--- src/rtl/nbit_shift_add_multiplier.sv ---
// Sequential unsigned radix-2 shift-and-add multiplier.
// One partial-product step per clock through an n-bit carry-lookahead adder.
// Valid/ready handshakes are used on both the operand side and the product side.
// Latency is fixed at BIT_NUMBER cycles from the accepting edge to out_valid.

// n-bit carry-lookahead adder: generate/propagate per bit, (n+1)-bit sum incl. carry-out
module nbit_carry_lookahead_adder #(
  parameter int BIT_NUMBER = 64
) (
  input  logic [BIT_NUMBER-1:0] a,
  input  logic [BIT_NUMBER-1:0] b,
  output logic [BIT_NUMBER:0]   s
);

  logic [BIT_NUMBER-1:0] gen_s;
  logic [BIT_NUMBER-1:0] prop_s;

  assign gen_s  = a & b;
  assign prop_s = a ^ b;

  // Resolve carries from generate/propagate terms and form the sum with carry-out
  always_comb begin
    logic carry_v;
    carry_v = 1'b0;
    s       = {(BIT_NUMBER+1){1'b0}};
    for (int i = 0; i < BIT_NUMBER; i++) begin
      s[i]    = prop_s[i] ^ carry_v;
      carry_v = gen_s[i] | (prop_s[i] & carry_v);
    end
    s[BIT_NUMBER] = carry_v;
  end

endmodule

module nbit_shift_add_multiplier #(
  parameter int BIT_NUMBER = 64
) (
  input  logic                    clk,
  input  logic                    rst_n,
  input  logic                    in_valid,
  output logic                    in_ready,
  input  logic [BIT_NUMBER-1:0]   num_one,
  input  logic [BIT_NUMBER-1:0]   num_two,
  output logic                    out_valid,
  input  logic                    out_ready,
  output logic [2*BIT_NUMBER-1:0] product
);

  localparam int CW = $clog2(BIT_NUMBER + 1);
  localparam logic [CW-1:0] CNT_LAST = CW'(BIT_NUMBER - 1);
  localparam logic [CW-1:0] CNT_ONE  = CW'(1);

  typedef enum logic [1:0] {
    ST_IDLE = 2'd0,
    ST_RUN  = 2'd1,
    ST_DONE = 2'd2
  } state_t;

  state_t                  state_q,     state_d;
  logic [BIT_NUMBER-1:0]   mcand_q,     mcand_d;
  logic [BIT_NUMBER-1:0]   acc_hi_q,    acc_hi_d;
  logic [BIT_NUMBER-1:0]   acc_lo_q,    acc_lo_d;
  logic [CW-1:0]           cnt_q,       cnt_d;
  logic [2*BIT_NUMBER-1:0] product_q,   product_d;
  logic                    in_ready_q,  in_ready_d;
  logic                    out_valid_q, out_valid_d;

  logic [BIT_NUMBER-1:0]   add_b_s;
  logic [BIT_NUMBER:0]     sum_s;

  // Add the multiplicand only when the current multiplier bit is set
  assign add_b_s = acc_lo_q[0] ? mcand_q : {BIT_NUMBER{1'b0}};

  nbit_carry_lookahead_adder #(
    .BIT_NUMBER(BIT_NUMBER)
  ) u_adder (
    .a(acc_hi_q),
    .b(add_b_s),
    .s(sum_s)
  );

  assign in_ready  = in_ready_q;
  assign out_valid = out_valid_q;
  assign product   = product_q;

  // Next-state and datapath update for the IDLE/RUN/DONE sequencer
  always_comb begin
    state_d     = state_q;
    mcand_d     = mcand_q;
    acc_hi_d    = acc_hi_q;
    acc_lo_d    = acc_lo_q;
    cnt_d       = cnt_q;
    product_d   = product_q;
    in_ready_d  = in_ready_q;
    out_valid_d = out_valid_q;

    case (state_q)
      ST_IDLE: begin
        if (in_valid && in_ready_q) begin
          mcand_d    = num_one;
          acc_hi_d   = {BIT_NUMBER{1'b0}};
          acc_lo_d   = num_two;
          cnt_d      = {CW{1'b0}};
          in_ready_d = 1'b0;
          state_d    = ST_RUN;
        end else begin
          state_d = ST_IDLE;
        end
      end
      ST_RUN: begin
        // Carry-out of the sum shifts into acc_hi's top bit, so nothing is lost
        {acc_hi_d, acc_lo_d} = {sum_s, acc_lo_q[BIT_NUMBER-1:1]};
        cnt_d = cnt_q + CNT_ONE;
        if (cnt_q == CNT_LAST) begin
          product_d   = {sum_s, acc_lo_q[BIT_NUMBER-1:1]};
          out_valid_d = 1'b1;
          state_d     = ST_DONE;
        end else begin
          state_d = ST_RUN;
        end
      end
      ST_DONE: begin
        if (out_ready) begin
          out_valid_d = 1'b0;
          in_ready_d  = 1'b1;
          state_d     = ST_IDLE;
        end else begin
          state_d = ST_DONE;
        end
      end
      default: begin
        state_d     = ST_IDLE;
        in_ready_d  = 1'b1;
        out_valid_d = 1'b0;
      end
    endcase
  end

  // State and datapath registers; asynchronous reset discards any operation in flight
  always_ff @(posedge clk or negedge rst_n) begin
    if (!rst_n) begin
      state_q     <= ST_IDLE;
      mcand_q     <= {BIT_NUMBER{1'b0}};
      acc_hi_q    <= {BIT_NUMBER{1'b0}};
      acc_lo_q    <= {BIT_NUMBER{1'b0}};
      cnt_q       <= {CW{1'b0}};
      product_q   <= {(2*BIT_NUMBER){1'b0}};
      in_ready_q  <= 1'b1;
      out_valid_q <= 1'b0;
    end else begin
      state_q     <= state_d;
      mcand_q     <= mcand_d;
      acc_hi_q    <= acc_hi_d;
      acc_lo_q    <= acc_lo_d;
      cnt_q       <= cnt_d;
      product_q   <= product_d;
      in_ready_q  <= in_ready_d;
      out_valid_q <= out_valid_d;
    end
  end

endmodule

--- config.mk ---
export PLATFORM = sky130hd
export DESIGN_NAME = nbit_shift_add_multiplier
export DESIGN_NICKNAME = d
export VERILOG_FILES = /design/src/rtl/nbit_shift_add_multiplier.sv
export SDC_FILE = /design/constraint.sdc
export NUM_CORES = 1
export LEC_CHECK = 0
export ABC_CLOCK_PERIOD_IN_PS = 38400
export BUFFER_PORTS_ARGS = -buffer_cell sky130_fd_sc_hd__buf_2
export CORE_AREA = 2 2 166 168
export CTS_CLUSTER_SIZE = 16
export DETAILED_ROUTE_END_ITERATION = 6
export DIE_AREA = 0 0 168 170
export GPL_TIMING_DRIVEN = 1
export PLACE_DENSITY = 0.75
export SKIP_CTS_REPAIR_TIMING = 1
export SYNTH_ARGS = -nofsm -noshare
export SYNTH_HDL_FRONTEND = slang
export SYNTH_SLANG_ARGS = --single-unit
--- constraint.sdc ---
create_clock -name clk -period 38.4 [get_ports clk]
set_input_delay 7.68 -clock clk [delete_from_list [all_inputs] [get_ports clk]]
set_output_delay 7.68 -clock clk [all_outputs]
set_load 0.1 [all_outputs]
==> metrics.csv <==
metric;value;unit
status;completed;
async_reset_ff_share;100;%
cts-buffers-inserted;37;
placementRows;60;
cts.reportedPaths.clkPinSlew;0.06;ns
cts_sinks;331;
syn_area_per_cell;10.4;sq um
dp.cells;1947;
ys.flop_type;dfrtp_1;
critPathSlowestCell;buf_4;
route.detailed.drc;0;
start_util;55.5;%
track_usage;23.6;%
setup_violations;0;
synth.most_common_cell;nand2_1;
p_per_area;65.1;nW/um^2
h-tree-depth;2;
hp-class;flip-flop to flip-flop;
start_kind;flip-flop;
grt_first_pass_wirelength;55000;um
use_met1;33.1;%
p_leak;0.00787;uW
synth_seq_cells;331;
cpMostUsedCell;fa_1;
vias;10600;
use_met3;4.86;%
ir_drop;0.0000316;V
synthCells;1421;
first_global_vias;10900;
globalplace.congestion;0.787;
skew;0.0220;ns
cap_violations;0;
yosysTopAreaCellShare;55.8;%
core_area;26700;sq um
port_buffers;261;
final_area;17500;sq um
reg2reg_from;acc_lo_q[0];
grt_max_degree;124;
antenna_found_initial;5;
relSlewSlack;22.5;%
ant_nets;0;
grt-ovfl-total;0;
synth_area;14800;sq um
grt_setup_unrepaired;false;
required;38.75;ns
die_y;170;um
drtPass1Iterations;5;
stdcell_count;2013;
cp-startpoint;acc_lo_q[0];
grtUsageMet2;38.2;%
busiest_layer;met2;
syn_nets;1618;
place_area;16300;sq um
finalCriticalPeriod;28.65;ns
fp.dieW;168;um
routedWlPerCell;16.3;um
max_freq;34.9;MHz
tightest_slew;1.16;ns
crit_type;flip-flop to flip-flop;
finalWirelength;32700;um
critPathCaptureType;flip-flop;
fill_cells;2103;
critPathMaxStageDelay;0.52;ns
dr.first_iter.drc_count;765;
ys_warn_count;0;
ys_types;35;
clock_path_buffers;3;
min-delay-start;mcand_q[35];
cts_root_buf;clkbuf_16;
fp.dieArea;28600;sq um
final_util;65.6;%
synth_top_area_cell;dfrtp_1;
min_period_over_period;74.6;%
area.sequential;8290;sq um
drv_slew;0;
finalHoldViolations;0;
layout.nets;1842;
power;1140;uW
cp_max_fo;65;
area.growth.synth_to_final;18.2;%
viasPerCell;5.26;
ys_seq_area_share;56.0;%
ioPinCount;262;
synth_edf_count;0;
ys_top_cells_by_area;dfrtp_1, nand2_1, fa_1;
fin_setup_tns;0;ns
drive_gt1_share;22.6;%
multiInputGateArea;5660;sq um
clkLatencyLatePin;0.52;ns
cts_tree;done;
cp_data_arrival_time;29.00;ns
dp_hpwl;21200;um
netlist_top_cells_count;nand2_1, dfrtp_1, inv_1, nand3_1;
[path summary, 6_finish.rpt]
| path | to | slack [ns] | depth (start not counted) |
|---|---|---|---|
| max | acc_hi_q[62] | 9.75 | 70 |
| min | mcand_q[35] | 0.47 | 2 |
| max reg2reg | acc_hi_q[62] | 9.75 | 70 |
| min reg2reg | mcand_q[35] | 0.47 | 2 |
| max in group asynchronous | product[82] | 28.87 | 3 |
| min in group asynchronous | acc_lo_q[44] | 7.27 | 1 |
[cell type report]
class	instances	area share, %
inverter	132	2.83
clock buffer	54	6.25
sequential	331	47.4
tap	341	2.44
antenna	2	0.0286
multi-input combinational	870	32.4
clock inverter	10	0.616
timing repair buffer	273	8.05
[metrics by stage]
step | hold WS (ns) | setup WS [ns]
5_1_grt | 0.491 | 8.59
3_5_place_dp | 0.461 | 9.52
3_3_place_gp | 0.450 | 9.84
2_1_floorplan | 0.438 | 10.96
4_1_cts | 0.475 | 9.44
6_report | 0.472 | 9.75
[cell families after synthesis]
family | synth area share [%]
compound gates | 5.40
simple gates | 14.4
buf+inv | 6.06
mux | 9.42
flops | 56.0
fa+ha+maj | 8.69
[cell usage in the layout (no fill, tap or decap), types with 2 or more instances in the layout]
cell	n
nor3_1	2
mux2i_1	65
mux2_2	42
ha_1	2
clkbuf_16	39
inv_6	2
bufinv_16	2
a21oi_1	2
dfrtp_1	329
mux2_1	24
clkinv_2	6
buf_2	260
and2_1	2
nand2_1	389
nand3_1	68
o21ai_0	62
buf_4	12
nor2_1	65
fa_1	63
inv_1	132
diode_2	2
a31oi_1	64
clkbuf_1	9
clkbuf_8	6
o21ai_1	6
[routing by layer]
layer  share of wire [%]  vias up  wire length, um
met3                 6.4       67             2080
li1                    -     4997                -
met1                  44     5224            14300
met2                  47      301            15500
met5                0.11        -               36
met4                 2.4        6              797
[critical path: cells and delay by family (launching register included)]
| family | cells | cell delay, ns |
|---|---|---|
| AOI/OAI and AO/OA | 1 | 0.09 |
| adders and majority gates | 64 | 27.10 |
| buffers and inverters | 4 | 0.70 |
| DFF | 1 | 0.34 |
| and+or+nand+nor | 1 | 0.22 |
[sequential cells by signal, indices dropped and copies added (netlist names)]
signal	count
product	128
acc_hi_q	64
acc_lo_q	64
mcand_q	64
cnt_q	7
state_q	2
in_ready	1
out_valid	1
[where the power goes]
group          internal [uW]  total (uW)  switching, uW
combinational            125         306            181
sequential               431         483           51.8
clock                    211         349            138
total                    767        1140            371
(Power assumes the default switching activity.)
